===== src/rtl/h2c_dsc_pkg.sv =====
// Shared constants and FSM encoding for the H2C descriptor-bypass controller.
// Holds the XDMA stream beat geometry and the bypass control word.
package h2c_dsc_pkg;

  localparam int unsigned BEAT_BITS  = 256;
  localparam int unsigned BEAT_BYTES = BEAT_BITS / 8;

  // Bypass descriptor control word with only the EOP flag set.
  localparam logic [15:0] CTL_EOP = 16'h0010;

  typedef enum logic [0:0] {
    ST_IDLE  = 1'b0,
    ST_ISSUE = 1'b1
  } state_e;

endpackage


===== src/rtl/h2c_dsc_bypass_ctrl.sv =====
// Issues one XDMA H2C bypass descriptor per host ring slot and tracks slot
// completion on the returning stream, which passes through unregistered.
module h2c_dsc_bypass_ctrl
  import h2c_dsc_pkg::*;
#(
  parameter logic [63:0] RING_BASE       = 64'h1_0000_0000,
  parameter int unsigned RING_SLOTS      = 16,
  parameter int unsigned SLOT_BYTES      = 4096,
  parameter int unsigned MAX_OUTSTANDING = 4,
  localparam int unsigned IW = $clog2(RING_SLOTS) + 1,
  localparam int unsigned OW = $clog2(MAX_OUTSTANDING) + 1
) (
  input  logic                  clk,
  input  logic                  sys_rst,
  input  logic                  enable,
  input  logic [IW-1:0]         host_prod_idx,
  output logic [IW-1:0]         cons_idx,
  output logic [63:0]           dsc_byp_src_addr,
  output logic [63:0]           dsc_byp_dst_addr,
  output logic [27:0]           dsc_byp_len,
  output logic [15:0]           dsc_byp_ctl,
  output logic                  dsc_byp_load,
  input  logic                  dsc_byp_ready,
  input  logic [BEAT_BITS-1:0]  h2c_tdata,
  input  logic [BEAT_BYTES-1:0] h2c_tkeep,
  input  logic                  h2c_tlast,
  input  logic                  h2c_tvalid,
  output logic                  h2c_tready,
  output logic [BEAT_BITS-1:0]  RX_tdata,
  output logic [BEAT_BYTES-1:0] RX_tkeep,
  output logic                  RX_tlast,
  output logic                  RX_tvalid,
  input  logic                  RX_tready,
  output logic [OW-1:0]         outstanding,
  output logic                  err_overrun,
  output logic                  err_unexpected
);

  localparam int unsigned BEATS_PER_SLOT = SLOT_BYTES / BEAT_BYTES;
  localparam int unsigned BW             = $clog2(BEATS_PER_SLOT + 1);

  state_e        r_state;
  state_e        w_state_nxt;
  logic [IW-1:0] r_iss_idx;
  logic [IW-1:0] r_cons_idx;
  logic [OW-1:0] r_outstanding;
  logic [BW-1:0] r_beat_cnt;
  logic          r_err_overrun;
  logic          r_err_unexpected;
  logic [63:0]   r_src_addr;
  logic [63:0]   r_dst_addr;
  logic [27:0]   r_len;
  logic [15:0]   r_ctl;

  logic          w_pending;
  logic          w_can_issue;
  logic          w_start;
  logic          w_load;
  logic          w_accept;
  logic          w_beat;
  logic          w_complete;
  logic          w_overrun_beat;
  logic [63:0]   w_slot_addr;

  assign RX_tdata   = h2c_tdata;
  assign RX_tkeep   = h2c_tkeep;
  assign RX_tlast   = h2c_tlast;
  assign RX_tvalid  = h2c_tvalid;
  assign h2c_tready = RX_tready;

  assign w_pending   = (host_prod_idx != r_iss_idx);
  assign w_can_issue = enable && w_pending && (r_outstanding < OW'(MAX_OUTSTANDING));
  assign w_accept    = w_load && dsc_byp_ready;
  assign w_slot_addr = RING_BASE + 64'(r_iss_idx[IW-2:0]) * 64'(SLOT_BYTES);

  // A tlast with nothing outstanding is an error beat, not a completion.
  assign w_beat         = h2c_tvalid && RX_tready;
  assign w_complete     = w_beat && h2c_tlast && (r_outstanding != '0);
  assign w_overrun_beat = w_beat && !h2c_tlast && (r_beat_cnt >= BW'(BEATS_PER_SLOT - 1));

  always_ff @(posedge clk or posedge sys_rst) begin
    if (sys_rst) r_state <= ST_IDLE;
    else         r_state <= w_state_nxt;
  end

  // NOTE: every always_comb output gets a default first so no path infers a latch.
  always_comb begin
    w_state_nxt = r_state;
    w_start     = 1'b0;
    w_load      = 1'b0;
    case (r_state)
      ST_IDLE: begin
        if (w_can_issue) begin
          w_state_nxt = ST_ISSUE;
          w_start     = 1'b1;
        end
      end
      ST_ISSUE: begin
        w_load = 1'b1;
        if (dsc_byp_ready) w_state_nxt = ST_IDLE;
      end
      default: w_state_nxt = ST_IDLE;
    endcase
  end

  // NOTE: sequential state uses non-blocking assignments so all registers update together.
  always_ff @(posedge clk or posedge sys_rst) begin
    if (sys_rst) begin
      r_src_addr <= '0;
      r_dst_addr <= '0;
      r_len      <= '0;
      r_ctl      <= '0;
    end else if (w_start) begin
      r_src_addr <= w_slot_addr;
      r_dst_addr <= '0;
      r_len      <= 28'(SLOT_BYTES);
      r_ctl      <= CTL_EOP;
    end
  end

  always_ff @(posedge clk or posedge sys_rst) begin
    if (sys_rst) begin
      r_iss_idx     <= '0;
      r_cons_idx    <= '0;
      r_outstanding <= '0;
    end else begin
      if (w_accept)   r_iss_idx  <= r_iss_idx + IW'(1);
      if (w_complete) r_cons_idx <= r_cons_idx + IW'(1);
      case ({w_accept, w_complete})
        2'b10:   r_outstanding <= r_outstanding + OW'(1);
        2'b01:   r_outstanding <= r_outstanding - OW'(1);
        default: r_outstanding <= r_outstanding;
      endcase
    end
  end

  // The beat counter saturates at one slot so a runaway transfer cannot wrap it.
  always_ff @(posedge clk or posedge sys_rst) begin
    if (sys_rst) begin
      r_beat_cnt       <= '0;
      r_err_overrun    <= 1'b0;
      r_err_unexpected <= 1'b0;
    end else begin
      if (w_beat) begin
        if (h2c_tlast)                              r_beat_cnt <= '0;
        else if (r_beat_cnt != BW'(BEATS_PER_SLOT)) r_beat_cnt <= r_beat_cnt + BW'(1);
      end
      if (w_overrun_beat)                      r_err_overrun    <= 1'b1;
      if (w_beat && (r_outstanding == '0))     r_err_unexpected <= 1'b1;
    end
  end

  assign dsc_byp_load     = w_load;
  assign dsc_byp_src_addr = r_src_addr;
  assign dsc_byp_dst_addr = r_dst_addr;
  assign dsc_byp_len      = r_len;
  assign dsc_byp_ctl      = r_ctl;
  assign cons_idx         = r_cons_idx;
  assign outstanding      = r_outstanding;
  assign err_overrun      = r_err_overrun;
  assign err_unexpected   = r_err_unexpected;

endmodule


===== config.mk =====
export PLATFORM = sky130hd
export DESIGN_NAME = h2c_dsc_bypass_ctrl
export DESIGN_NICKNAME = d
export VERILOG_FILES = /design/src/rtl/h2c_dsc_pkg.sv /design/src/rtl/h2c_dsc_bypass_ctrl.sv
export SDC_FILE = /design/constraint.sdc
export NUM_CORES = 1
export LEC_CHECK = 0
export BUFFER_PORTS_ARGS = -buffer_cell sky130_fd_sc_hd__buf_2
export CAP_MARGIN = 0
export CORE_AREA = 2 2 302 304
export CTS_CLUSTER_SIZE = 30
export DETAILED_ROUTE_END_ITERATION = 10
export DIE_AREA = 0 0 304 306
export GPL_TIMING_DRIVEN = 0
export SYNTH_ARGS = -nofsm -noshare
export SYNTH_HDL_FRONTEND = slang
export SYNTH_SLANG_ARGS = --single-unit

===== constraint.sdc =====
create_clock -name clk -period 1.8 [get_ports clk]
set_input_delay 0 -clock clk [delete_from_list [all_inputs] [get_ports clk]]
set_output_delay 0 -clock clk [all_outputs]
set_load 0.01 [all_outputs]

==> metrics.yaml <==
min_path:
  hold_path.class: "primary input to flip-flop"
  hold_depth: 4
  holdPathEnd: "r_state"
  min_from: "enable"
clock_network:
  cts_tree: "built"
  worstSkewPairLatency_ps: 280
  cts.clk_slew.worst_paths_ps: 50
  cts_sinks: 29
  numCtsBuffers: 5
  cts_root_buf: "clkbuf_16"
  clk_path_buf_depth: 2
  cts_max_level: 2
final_layout:
  drive_gt1_frac: 0.746
  layout_commonest_cell: "buf_4"
  fin_nets: 1397
  final_cell_mix: "buf_4, buf_2, conb_1"
  area_growth_pct: 82.5
yosys:
  ys_async_sr_fraction: 1.00
  syn_avg_cell_area_um2: 8.30
  yosysWarnings: 0
  yosysUniqueCellTypes: 35
  ys_seq_elements: 29
  ys.flop_type: "dfrtp_1"
  yosysSeqAreaShare: 0.149
  synth_area_leaders: "buf_4, dfrtp_1, xnor2_1"
  synth_cells: 587
  yosys.area.top_type_share: 0.706
  synth_edf_count: 0
  syn_area_um2: 4870
  yosys.area.top_type: "buf_4"
placement:
  port_buffers: 319
  place_congestion: 0.843
  dpl.hpwl_um: 30600
  pre_cts_slack_ps: -391
detailed_routing:
  wl_met2_um: 15600
  antenna_left: 0
  first_pass_iters: 6
  detail_route.vias_per_cell: 2.03
  drt-wirelength-per-cell_um: 14.1
  first_iter_violations: 99
  route.vias.total: 4615
  highest_layer: "met5"
  drc_errors: 0
  drt_wl_total_um: 32100
  met3WireLength_um: 6450
  drt-met1-wl_um: 9690
critical_path:
  required_ps: 2000
  regToRegEndpoint: "outstanding[2]"
  cp-start-kind: "flip-flop"
  rr_worst_depth: 8
  endpoint_kind: "flip-flop"
  worstSetupPathType: "flip-flop to flip-flop"
  arrival_ps: 1950
  reg2reg_setup_slack_ps: 50
  path_max_fanout: 5
  worstReg2RegStart: "r_state"
timing:
  timing.setup.tns_ps: 0
  worst_pin_slew_ps: 568
  layout_min_cycle_time_ps: 1750
  setup_ws_ps: 47.1
  drv_slew: 0
  hold_viol: 0
  grt_setup_unrepaired: "true"
  finalCritPeriodShare: 0.974
  setup_violations: 0
  worst_slew_margin_rel: 0.621
  fin_skew_ps: 5.52
  clock.fmax_mhz: 570
pwr:
  peakVddDrop_mv: 0.296
  power_mw: 4.80
  leakagePower_nw: 4.86
  powerDensity_nw_per_um2: 540
global_routing:
  grt_max_degree: 30
  globalRouteOverflowTotal: 0
  antenna_found_initial: 17
  grt_usage: 0.0634
  grt_pass1_wl_um: 38400
  grt_pass1_vias: 4221
floorplan:
  die-area_um2: 93000
  die_x_um: 304
  initial_utilization: 0.0543
  io-pin-count: 774
  die_y_um: 306
  core_area_um2: 89600
  rows: 110
flow_run:
  max-cap-violations: 0
status:
  status: "finished, final reports clean"
## critical path: stages, from the launching register on
cell and delay, ps:
dfrtp_1 370, and2_2 240, inv_4 90, ha_2 190, inv_1 50, fa_2 330, xor2_1 140, nor2_1 100
xor2_1 150
## layer usage
metal,track usage,up-vias
li1,-,2215
met1,0.0593,1893
met4,0.0109,2
met5,0.00103,-
met3,0.0513,38
met2,0.109,467
## what timing repair did
action,CTS,global route
setup endpoints to repair,3,13
hold buffers,1,1
pin swaps,2,6
setup buffers,3,8
hold endpoints to repair,1,18
gates resized for setup,5,3
## synth_stat cells (all sizes together) (5+ instances only)
master,instances
inv,8
nor2,5
mux2,6
dfrtp,29
xnor2,13
nand2,9
nand3,6
o21ai,10
buf,459
ha,5
## report_power, final
part           switching, mW  internal (mW)  leakage [nW]
Combinational           1.31           1.38          4.43
Clock                  0.299          0.690        0.0841
Sequential             0.234          0.884         0.350
Total                   1.84           2.96          4.86
## logic make-up after synthesis
family,share of synthesized area
buffers and inverters,0.714
adders and majority gates,0.0170
DFF,0.149
muxes,0.0159
other,0.000770
and+or+nand+nor,0.0434
xor gates and xnor gates,0.0288
AOI/OAI and AO/OA,0.0311
## area by class of cell
class,count,area (µm²)
fillers,10400,80700
plain buffers,460,3450
repair buffers,333,1730
well taps,1176,1470
multi-input cells,254,1300
flip-flops and latches,29,729
clock buffers,7,143
inverters,8,32.5
clock inverters,1,30.0
diodes,3,7.51
## sequential cells by signal, summed over array words and instances, names as in the netlist
register and flops:
dsc_byp_src_addr 5, r_iss_idx 5, outstanding 3, r_beat_cnt 8
r_state 1, err_unexpected 1, cons_idx 5, err_overrun 1
## per-stage QoR
step                      cell area [µm²]  utilization  instances  hold slack [ps]
after floorplan                      5500            -        751             78.1
after global placement               8560       0.0956       2246              184
after detailed placement             8560       0.0956       2246              184
after CTS                            8780       0.0980       2258              129
after global routing                 8880       0.0991       2269              136
final                                8890       0.0992       2271              139
## how the worst max path moves through the flow
stage	startpoint	end	cells past startpoint
floorplan	outstanding[2]	outstanding[2]	8
global placement	outstanding[2]	outstanding[2]	8
detailed placement	outstanding[2]	outstanding[2]	8
CTS	outstanding[0]	outstanding[2]	8
global route	outstanding[1]	outstanding[2]	8
finish	r_state	outstanding[2]	8
(Power assumes the default switching activity.)
